**config.mk**
```make
export PLATFORM = sky130hd
export DESIGN_NAME = dmem_arbiter
export DESIGN_NICKNAME = d
export VERILOG_FILES = /design/src/rtl/dmem_arbiter.sv
export SDC_FILE = /design/constraint.sdc
export NUM_CORES = 1
export LEC_CHECK = 0
export CORE_AREA = 2 2 150 152
export CTS_CLUSTER_SIZE = 12
export DETAILED_ROUTE_END_ITERATION = 8
export DIE_AREA = 0 0 152 154
export DONT_BUFFER_PORTS = 1
export GPL_TIMING_DRIVEN = 0
export PLACE_DENSITY = 0.42
export SLEW_MARGIN = 40
export SYNTH_ARGS = -nofsm -noshare
export SYNTH_HDL_FRONTEND = slang
export SYNTH_SLANG_ARGS = --single-unit
```
**constraint.sdc**
```tcl
create_clock -name clk -period 3.7 [get_ports clk]
set_input_delay 0.925 -clock clk [delete_from_list [all_inputs] [get_ports clk]]
set_output_delay 0.925 -clock clk [all_outputs]
set_load 0.05 [all_outputs]
```
**src/rtl/dmem_arbiter.sv**
```systemverilog
// dmem_arbiter: round-robin arbiter sharing one data memory among NREQ subcores
// Ports: clk, rstn (async active-low); req_valid/req_addr/req_din/req_we per-subcore requests,
//        req_ready one-hot grant; mem_en/mem_we/mem_addr/mem_din registered memory port, mem_dout read data;
//        resp_valid/resp_data load return MEM_LATENCY+2 cycles after grant; addr_err sticky range error.
module dmem_arbiter #(
    parameter int NREQ         = 4,
    parameter int DEPTH        = 131072,
    parameter int MEM_LATENCY  = 2,
    localparam int ADDR_W      = $clog2(DEPTH),
    localparam int IDW         = (NREQ > 1) ? $clog2(NREQ) : 1
) (
    input  logic                clk,
    input  logic                rstn,
    input  logic [NREQ-1:0]     req_valid,
    input  logic [NREQ*32-1:0]  req_addr,
    input  logic [NREQ*32-1:0]  req_din,
    input  logic [NREQ-1:0]     req_we,
    output logic [NREQ-1:0]     req_ready,
    output logic                mem_en,
    output logic                mem_we,
    output logic [ADDR_W-1:0]   mem_addr,
    output logic [31:0]         mem_din,
    input  logic [31:0]         mem_dout,
    output logic [NREQ-1:0]     resp_valid,
    output logic [31:0]         resp_data,
    output logic                addr_err
);
    logic [IDW-1:0] rr_ptr, gnt_id, ld_id;
    logic gnt, ld_v;
    logic [31:0] gnt_addr;
    logic [MEM_LATENCY-1:0] pv;
    logic [MEM_LATENCY-1:0][IDW-1:0] pid;

    // scan downwards so the candidate closest to rr_ptr is the one that sticks
    always_comb begin
        gnt = 1'b0;
        gnt_id = '0;
        for (int k = NREQ - 1; k >= 0; k--) begin
            if (req_valid[(int'(rr_ptr) + k) % NREQ]) begin
                gnt = 1'b1;
                gnt_id = IDW'((int'(rr_ptr) + k) % NREQ);
            end
        end
    end

    assign req_ready = gnt ? NREQ'(1) << gnt_id : '0;
    assign gnt_addr = req_addr[32*gnt_id +: 32];

    // ld_v/ld_id travel with mem_en; pv/pid then delay them until mem_dout is valid
    always_ff @(posedge clk or negedge rstn) begin
        if (!rstn) begin
            rr_ptr <= '0;
            mem_en <= 1'b0;
            mem_we <= 1'b0;
            mem_addr <= '0;
            mem_din <= '0;
            addr_err <= 1'b0;
            ld_v <= 1'b0;
            ld_id <= '0;
            pv <= '0;
            pid <= '0;
            resp_valid <= '0;
            resp_data <= '0;
        end else begin
            mem_en <= gnt;
            mem_we <= gnt & req_we[gnt_id];
            ld_v <= gnt & ~req_we[gnt_id];
            ld_id <= gnt_id;
            if (gnt) begin
                rr_ptr <= IDW'((int'(gnt_id) + 1) % NREQ);
                mem_addr <= gnt_addr[ADDR_W-1:0];
                mem_din <= req_din[32*gnt_id +: 32];
                addr_err <= addr_err | (|gnt_addr[31:ADDR_W]);
            end
            pv[0] <= ld_v;
            pid[0] <= ld_id;
            for (int k = 1; k < MEM_LATENCY; k++) begin
                pv[k] <= pv[k-1];
                pid[k] <= pid[k-1];
            end
            resp_valid <= pv[MEM_LATENCY-1] ? NREQ'(1) << pid[MEM_LATENCY-1] : '0;
            if (pv[MEM_LATENCY-1])
                resp_data <= mem_dout;
        end
    end
endmodule
```
==> metrics.txt, run 1 <==
# TYPE chip_impl_metric gauge
chip_impl_info{name="run_status",value="finished clean"} 1
chip_impl_metric{name="die_area",unit="µm²"} 23410
chip_impl_info{name="setup.worst_path.start",value="req_valid[1]"} 1
chip_impl_info{name="worst_hold_path_type",value="in -> async"} 1
chip_impl_metric{name="die_w",unit="µm"} 152
chip_impl_metric{name="power.static_leakage",unit="µW"} 0.002246
chip_impl_metric{name="numPortBuffers",unit=""} 0
chip_impl_info{name="worstReg2RegEnd",value="mem_addr[2]"} 1
chip_impl_metric{name="critPathMaxFanout",unit=""} 11
chip_impl_metric{name="yosys_warnings",unit=""} 0
chip_impl_metric{name="postLayoutCoreUtil",unit=""} 0.2639
chip_impl_info{name="tritoncts",value="built"} 1
chip_impl_metric{name="numCtsBuffers",unit=""} 9
chip_impl_info{name="synth_top_family_by_area",value="multiplexers"} 1
chip_impl_info{name="cell_by_cell_trace_of_the_critical_path",value="or3b_1, o221a_2, buf_6, clkinv_2, buf_2, clkbuf_4, ha_1, and2_2"} 1
chip_impl_metric{name="gpl.final_weighted_congestion",unit=""} 0.8220
chip_impl_info{name="startpoint_type",value="input port"} 1
chip_impl_metric{name="xor_xnor_cell_area_share_of_the_yosys_netlist",unit=""} 0
chip_impl_info{name="mostFrequentLayoutCell",value="sky130_fd_sc_hd__nand2_1"} 1
chip_impl_info{name="synth-main-ff-cell",value="sky130_fd_sc_hd__dfrtp_1"} 1
chip_impl_metric{name="synth.distinct_cells",unit=""} 37
chip_impl_metric{name="syn-mean-instance-area",unit="µm²"} 10.47
chip_impl_info{name="netlist.top_cell.by_area",value="sky130_fd_sc_hd__dfrtp_1"} 1
chip_impl_info{name="timing.rr.start",value="rr_ptr[1]"} 1
chip_impl_metric{name="maxClockFrequency",unit="MHz"} 280.6
chip_impl_metric{name="first_pass_iters",unit=""} 4
chip_impl_info{name="rsz0062_at_grt",value="false"} 1
chip_impl_info{name="crit_type",value="in -> out"} 1
chip_impl_metric{name="post-route-min-period",unit="ps"} 3564
chip_impl_metric{name="footprint_of_the_multi_input_gates",unit="µm²"} 2357
chip_impl_metric{name="worstMarginPinSlew",unit="ps"} 700.6
chip_impl_metric{name="design.final.nets",unit=""} 796
chip_impl_metric{name="clk_pin_slew_worst_paths",unit="ps"} 80
chip_impl_metric{name="number_of_antenna_violations_at_the_first_check_in_global_routing",unit=""} 4
chip_impl_metric{name="ys_ff_latch",unit=""} 99
chip_impl_metric{name="final_report_hold_violation_count",unit=""} 0
chip_impl_metric{name="max_stage_delay",unit="ps"} 330
chip_impl_metric{name="design.core.area",unit="µm²"} 21690
chip_impl_info{name="cp_top_family",value="buffers and inverters"} 1
chip_impl_metric{name="grt_pass1_vias",unit=""} 4285
chip_impl_metric{name="setup_ws",unit="ps"} 136.1
chip_impl_metric{name="synth_compound_gate_area_share",unit=""} 0.1395
chip_impl_metric{name="detail_route.drc_violations",unit=""} 0
chip_impl_metric{name="p_per_area",unit="nW/µm²"} 1081
chip_impl_metric{name="max-cap-violations",unit=""} 0
chip_impl_metric{name="cts.sink_count",unit=""} 99
chip_impl_metric{name="ff_to_ff_path_depth",unit=""} 10
chip_impl_info{name="setup.worst_path.end_class",value="output pin"} 1
chip_impl_metric{name="global_route.usage.total",unit=""} 0.1497
chip_impl_metric{name="cp_data_required_time",unit="ps"} 2770
chip_impl_metric{name="fin_crit_sh",unit=""} 0.9632
chip_impl_metric{name="count_of_nets_left_with_antenna_violations_after_detail_routing",unit=""} 0
chip_impl_metric{name="cp_data_arrival_time",unit="ps"} 2640
chip_impl_metric{name="mappedNetlistNets",unit=""} 786
chip_impl_metric{name="final_slew_viol_count",unit=""} 0
chip_impl_metric{name="drt-vias-per-instance",unit=""} 5.223
chip_impl_metric{name="netlist_area",unit="µm²"} 5066
chip_impl_metric{name="holdBufCountCts",unit=""} 0
chip_impl_metric{name="yosysTopAreaCellShare",unit=""} 0.4890
chip_impl_metric{name="maximum_buffer_depth_of_the_clock_tree",unit=""} 2
chip_impl_metric{name="n_fill_cell",unit=""} 2293
chip_impl_metric{name="synthArstFlopShare",unit=""} 1.000
chip_impl_metric{name="clk-insertion-delay-late",unit="ps"} 350
chip_impl_metric{name="synthAdderAreaFrac",unit=""} 0.009879
chip_impl_metric{name="setup_viol_count_final",unit=""} 0
chip_impl_metric{name="seq_area_frac_synth",unit=""} 0.4890
chip_impl_metric{name="worst_clock_skew",unit="ps"} 19.00
chip_impl_metric{name="post_drt_wl_per_cell",unit="µm"} 23.37
chip_impl_metric{name="placement_rows",unit=""} 54
chip_impl_metric{name="dpl_ws",unit="ps"} -260.0
chip_impl_metric{name="route.vias.total",unit=""} 4079
chip_impl_metric{name="detail_route.iter0.violations",unit=""} 209
chip_impl_metric{name="layout-drive-gt1-share",unit=""} 0.1864
chip_impl_metric{name="grt_overflow_total",unit=""} 0
chip_impl_metric{name="dp.final_hpwl",unit="µm"} 14550
chip_impl_metric{name="path_buf_inv",unit=""} 4
chip_impl_info{name="ctsRootBufferMaster",value="sky130_fd_sc_hd__clkbuf_16"} 1
chip_impl_metric{name="yosys-mux-area-fraction",unit=""} 0.1882
chip_impl_metric{name="synth_enable_flop_cells",unit=""} 0
chip_impl_metric{name="boundaryPins",unit=""} 390
chip_impl_metric{name="layout.area.seq",unit="µm²"} 2477
chip_impl_info{name="commonest_cells_after_routing_fill_and_taps_aside",value="sky130_fd_sc_hd__nand2_1, sky130_fd_sc_hd__dfrtp_1, sky130_fd_sc_hd__mux2_2"} 1
chip_impl_metric{name="relSlewSlack",unit=""} 0.5330
chip_impl_metric{name="floorplan.die.height",unit="µm"} 154
chip_impl_metric{name="ir_drop",unit="µV"} 343.6
chip_impl_metric{name="synth-simple-area-share",unit=""} 0.1245
chip_impl_metric{name="cts_htree_levels",unit=""} 3
chip_impl_metric{name="starting_density",unit=""} 0.2336
chip_impl_metric{name="pin_count_of_the_biggest_net_entering_global_routing",unit=""} 100
chip_impl_info{name="yosys-top-cells-area",value="sky130_fd_sc_hd__dfrtp_1, sky130_fd_sc_hd__mux2_2, sky130_fd_sc_hd__nand2_1"} 1
chip_impl_metric{name="grt_first_pass_wirelength",unit="µm"} 26370
chip_impl_metric{name="areaGrowthSynthToFinish",unit="%"} 12.97
chip_impl_metric{name="totalWireLength",unit="µm"} 18260
chip_impl_info{name="critPathSlowestCell",value="sky130_fd_sc_hd__or3b_1"} 1
chip_impl_metric{name="ff2ff_setup_slack",unit="ps"} 1360
chip_impl_metric{name="netlist_instances",unit=""} 484
metal layers:
layer | global-route usage | vias to the layer above | wire, µm
met4 | 0.05652 | 4 | 430
met2 | 0.2675 | 277 | 9449
met1 | 0.1599 | 1969 | 6592
met5 | 0 | - | 26
met3 | 0.05806 | 23 | 1757
li1 | - | 1806 | -
power breakdown:
part | total (µW) | internal [µW] | switching (µW)
logic | 1640 | 722 | 916
registers | 3620 | 1560 | 2060
clock network | 929 | 468 | 461
worst register-to-register path: stages, from the launching register on:
cell and delay [ps]:
sky130_fd_sc_hd__dfrtp_1 380, sky130_fd_sc_hd__buf_6 130, sky130_fd_sc_hd__or3b_1 360, sky130_fd_sc_hd__o221a_2 130, sky130_fd_sc_hd__buf_6 140, sky130_fd_sc_hd__clkinv_2 70
sky130_fd_sc_hd__buf_12 150, sky130_fd_sc_hd__buf_8 160, sky130_fd_sc_hd__mux2_1 400, sky130_fd_sc_hd__o22ai_1 170, sky130_fd_sc_hd__a31oi_1 70
kinds of logic (layout without fill, tap and decap cells):
family,after synthesis,in the layout
adder cells (fa/ha/maj),4,4
flip-flops,99,99
buffers and inverters,43,58
multiplexers,85,85
other,0,2
AND/OR/NAND/NOR,143,143
AO/OA/AOI/OAI,110,110
cells in the mapped netlist, types with 2 or more instances:
library cell	n
sky130_fd_sc_hd__nand2_1	101
sky130_fd_sc_hd__dfrtp_1	99
sky130_fd_sc_hd__mux2_2	52
sky130_fd_sc_hd__a31oi_1	49
sky130_fd_sc_hd__o22ai_1	49
sky130_fd_sc_hd__mux2_1	30
sky130_fd_sc_hd__clkbuf_1	23
sky130_fd_sc_hd__nor4_1	12
sky130_fd_sc_hd__buf_2	9
sky130_fd_sc_hd__and2_1	4
sky130_fd_sc_hd__ha_1	4
sky130_fd_sc_hd__nand3_1	4
sky130_fd_sc_hd__nand4_1	4
sky130_fd_sc_hd__nor2_1	4
sky130_fd_sc_hd__nor3_1	4
sky130_fd_sc_hd__inv_1	3
sky130_fd_sc_hd__mux2i_1	3
sky130_fd_sc_hd__nor2b_1	3
sky130_fd_sc_hd__o21ai_0	3
sky130_fd_sc_hd__a21boi_0	2
sky130_fd_sc_hd__and3_1	2
sky130_fd_sc_hd__buf_12	2
sky130_fd_sc_hd__buf_6	2
sky130_fd_sc_hd__buf_8	2
sky130_fd_sc_hd__nor3b_1	2
per-stage QoR:
stage	power [µW]	area (µm²)	cells	hold WS (ps)	TNS, ps
2_1_floorplan	4763	5066	484	331.2	0
6_report	6189	5723	781	263.8	0
3_5_place_dp	5329	5419	764	335.8	-979.9
3_3_place_gp	5286	5416	764	331.4	-2071
4_1_cts	6282	5714	779	241.0	0
5_1_grt	6510	5723	781	234.9	0
area by class of cell:
cell class                      instances  share of cell area
Clock inverter                          7             0.01028
Buffer                                 38             0.04066
Sequential cell                        99              0.4329
Clock buffer                            9             0.03935
Tap cell                              280             0.06122
Inverter                                4            0.002842
Multi-Input combinational cell        342              0.4119
Antenna cell                            2           0.0008745
worst max path at each step:
stage	endpoint	depth (start not counted)
global placement	req_ready[3]	6
floorplan	req_ready[3]	6
detailed placement	req_ready[3]	6
global route	req_ready[0]	9
finish	req_ready[0]	8
CTS	req_ready[0]	8
registers in the layout, summed over array words and instances, names as in the netlist:
register and count:
ld_v 1, pid 4, pv 2, mem_en 1, ld_id 2, addr_err 1, resp_valid 4, mem_din 32
mem_we 1, resp_data 32, mem_addr 17, rr_ptr 2
what timing repair did:
action	CTS	global route
pin swaps	0	0
endpoints found under the hold margin	0	0
resized for setup	5	1
endpoints found under the setup margin	4	2
setup buffers	0	0
Power figures use the tool's default switching activity.
==> inputs of run 2 (changes only) <==
--- a/config.mk
+++ b/config.mk
@@ -5,13 +5,16 @@
 export SDC_FILE = /design/constraint.sdc
 export NUM_CORES = 1
 export LEC_CHECK = 0
-export CORE_AREA = 2 2 150 152
+export CELL_PAD_IN_SITES_DETAIL_PLACEMENT = 1
+export CELL_PAD_IN_SITES_GLOBAL_PLACEMENT = 1
+export CORE_AREA = 2 2 152 154
+export CTS_CLUSTER_DIAMETER = 60
 export CTS_CLUSTER_SIZE = 12
 export DETAILED_ROUTE_END_ITERATION = 8
-export DIE_AREA = 0 0 152 154
+export DIE_AREA = 0 0 154 156
 export DONT_BUFFER_PORTS = 1
 export GPL_TIMING_DRIVEN = 0
-export PLACE_DENSITY = 0.42
+export PLACE_DENSITY = 0.52
 export SLEW_MARGIN = 40
 export SYNTH_ARGS = -nofsm -noshare
 export SYNTH_HDL_FRONTEND = slang
==> run 2 against run 1 <==
Against the previous run:
- utilization shrank 0.64 points
- sequential cell count is the same
- worst setup slack lost 11 ps
- design area grew 0.61%
- count of clock-buffer cells in the layout is the same
- cell count grew 0.51%
- non-clock buffer count is the same
==> metrics.txt, run 2 (synthesis gave the netlist of run 1 again) <==
# TYPE chip_impl_metric gauge
chip_impl_metric{name="first_pass_iters",unit=""} 4
chip_impl_info{name="run_status",value="finished clean"} 1
chip_impl_metric{name="setup_viol_count_final",unit=""} 0
chip_impl_metric{name="global_route.usage.met1",unit=""} 0.1608
chip_impl_metric{name="grt_pass1_vias",unit=""} 4610
chip_impl_metric{name="maximum_buffer_depth_of_the_clock_tree",unit=""} 2
chip_impl_metric{name="setup_ws",unit="ps"} 125.5
chip_impl_metric{name="cts.sink_count",unit=""} 99
chip_impl_metric{name="max_stage_delay",unit="ps"} 500
chip_impl_metric{name="route.vias.total",unit=""} 4106
chip_impl_metric{name="maxClockFrequency",unit="MHz"} 279.8
chip_impl_metric{name="dpl.cell_count",unit=""} 769
chip_impl_info{name="most_used_cell_cp",value="sky130_fd_sc_hd__clkbuf_1"} 1
chip_impl_metric{name="detail_route.drc_violations",unit=""} 0
chip_impl_metric{name="relSlewSlack",unit=""} 0.5378
chip_impl_metric{name="final_cells",unit=""} 785
chip_impl_metric{name="number_of_antenna_violations_at_the_first_check_in_global_routing",unit=""} 1
chip_impl_metric{name="footprint_of_the_multi_input_gates",unit="µm²"} 2365
chip_impl_metric{name="layout.area.seq",unit="µm²"} 2477
chip_impl_info{name="tritoncts",value="built"} 1
chip_impl_metric{name="grt_overflow_total",unit=""} 0
chip_impl_metric{name="die_w",unit="µm"} 154
chip_impl_info{name="biggestRegsByFlops",value="mem_din (32), resp_data (32), mem_addr (17)"} 1
chip_impl_metric{name="starting_density",unit=""} 0.2265
chip_impl_metric{name="clk-insertion-delay-late",unit="ps"} 350
chip_impl_metric{name="die_area",unit="µm²"} 24020
chip_impl_metric{name="grt.met3_usage",unit=""} 0.03944
chip_impl_metric{name="postLayoutCoreUtil",unit=""} 0.2575
chip_impl_metric{name="final_report_hold_violation_count",unit=""} 0
chip_impl_metric{name="power.static_leakage",unit="µW"} 0.002261
chip_impl_metric{name="cp_data_required_time",unit="ps"} 2770
chip_impl_metric{name="design.final.nets",unit=""} 796
chip_impl_metric{name="numPortBuffers",unit=""} 0
chip_impl_metric{name="placement_rows",unit=""} 55
chip_impl_metric{name="ir_drop",unit="µV"} 350.1
chip_impl_metric{name="layout-drive-gt1-share",unit=""} 0.1924
chip_impl_info{name="grt_busiest_layer",value="met2"} 1
chip_impl_metric{name="cts_htree_levels",unit=""} 3
chip_impl_metric{name="post_drt_wl_per_cell",unit="µm"} 24.67
chip_impl_info{name="setup.worst_path.end_class",value="output pin"} 1
chip_impl_metric{name="global_route.usage.total",unit=""} 0.1542
chip_impl_metric{name="p_per_area",unit="nW/µm²"} 1089
chip_impl_metric{name="final_slew_viol_count",unit=""} 0
chip_impl_metric{name="post-route-min-period",unit="ps"} 3574
chip_impl_metric{name="fin_crit_sh",unit=""} 0.9661
chip_impl_info{name="ctsRootBufferMaster",value="sky130_fd_sc_hd__clkbuf_16"} 1
chip_impl_metric{name="worst_clock_skew",unit="ps"} 7.511
chip_impl_metric{name="cts_resized",unit=""} 7
chip_impl_metric{name="holdBufCountCts",unit=""} 0
chip_impl_metric{name="detail_route.iter0.violations",unit=""} 146
chip_impl_metric{name="gpl.final_weighted_congestion",unit=""} 0.8240
chip_impl_info{name="mostFrequentLayoutCell",value="sky130_fd_sc_hd__nand2_1"} 1
chip_impl_metric{name="dpl_ws",unit="ps"} -413.8
chip_impl_metric{name="max-cap-violations",unit=""} 0
chip_impl_info{name="startpoint_type",value="input port"} 1
chip_impl_metric{name="design.core.area",unit="µm²"} 22370
chip_impl_metric{name="global_route.usage.met2",unit=""} 0.3000
chip_impl_metric{name="boundaryPins",unit=""} 390
chip_impl_metric{name="pin_count_of_the_biggest_net_entering_global_routing",unit=""} 100
chip_impl_info{name="commonest_cells_after_routing_fill_and_taps_aside",value="sky130_fd_sc_hd__nand2_1, sky130_fd_sc_hd__dfrtp_1, sky130_fd_sc_hd__mux2_2"} 1
chip_impl_info{name="worst_hold_path_type",value="in -> async"} 1
chip_impl_metric{name="cp_data_arrival_time",unit="ps"} 2650
chip_impl_metric{name="n_fill_cell",unit=""} 2564
chip_impl_metric{name="areaGrowthSynthToFinish",unit="%"} 13.66
chip_impl_metric{name="post_cts_buffers",unit=""} 0
chip_impl_metric{name="clk_pin_slew_worst_paths",unit="ps"} 80
chip_impl_metric{name="floorplan.die.height",unit="µm"} 156
chip_impl_metric{name="dp.final_hpwl",unit="µm"} 15240
chip_impl_info{name="crit_type",value="in -> out"} 1
chip_impl_metric{name="drt-vias-per-instance",unit=""} 5.231
chip_impl_metric{name="totalWireLength",unit="µm"} 19370
chip_impl_info{name="critPathSlowestCell",value="sky130_fd_sc_hd__or4_1"} 1
chip_impl_metric{name="critPathMaxFanout",unit=""} 10
chip_impl_info{name="cell_by_cell_trace_of_the_critical_path",value="or4_1, clkbuf_1, clkbuf_2, clkbuf_1, and2_2"} 1
chip_impl_metric{name="count_of_nets_left_with_antenna_violations_after_detail_routing",unit=""} 0
chip_impl_info{name="rsz0062_at_grt",value="false"} 1
chip_impl_metric{name="worstMarginPinSlew",unit="ps"} 693.3
chip_impl_metric{name="grt_first_pass_wirelength",unit="µm"} 27620
chip_impl_metric{name="numCtsBuffers",unit=""} 9
run 2: report_power, final:
| part | switching (µW) | leakage (µW) | internal (µW) |
|---|---|---|---|
| clock | 463 | 0.000150 | 538 |
| sequential | 2060 | 0.00115 | 1560 |
| combinational | 925 | 0.000963 | 724 |
run 2: final cells by class:
class,instances,area share
Sequential cell,99,0.4302
Multi-Input combinational cell,342,0.4107
Tap cell,285,0.06193
Buffer,38,0.04042
Clock buffer,9,0.03911
Clock inverter,7,0.01434
Inverter,4,0.002825
Antenna cell,1,0.0004346
run 2: worst max-delay path: cells and delay by family:
family,cells,cell delay [ps]
buf+inv,3,830
simple gates,2,880
run 2: worst paths after layout:
| kind | from | endpoint | slack (ps) | cells after the start |
|---|---|---|---|---|
| setup / recovery | req_valid[3] | req_ready[3] | 130 | 5 |
| hold / removal | rstn | resp_data[21] | 260 | 0 |
| setup reg to reg | rr_ptr[1] | mem_din[30] | 1220 | 10 |
| hold reg to reg | pid[0] | pid[2] | 350 | 0 |
| max in group asynchronous | rstn | rr_ptr[1] | 3270 | 0 |
| min in group clk | pid[0] | pid[2] | 350 | 0 |
run 2: through the flow:
stage,TNS (ps),area [µm²],total power (µW),hold slack [ps]
global route,0,5758,6597,236.2
detailed placement,-1621,5430,5333,339.3
floorplan,0,5066,4763,331.2
global placement,-2467,5423,5246,343.2
finish,0,5758,6269,263.3
CTS,0,5757,6366,243.0
run 2: metal layers:
layer	vias up	wire (µm)
met1	2059	7049
met4	0	330
met2	234	10550
li1	1798	-
met5	-	0
met3	15	1432
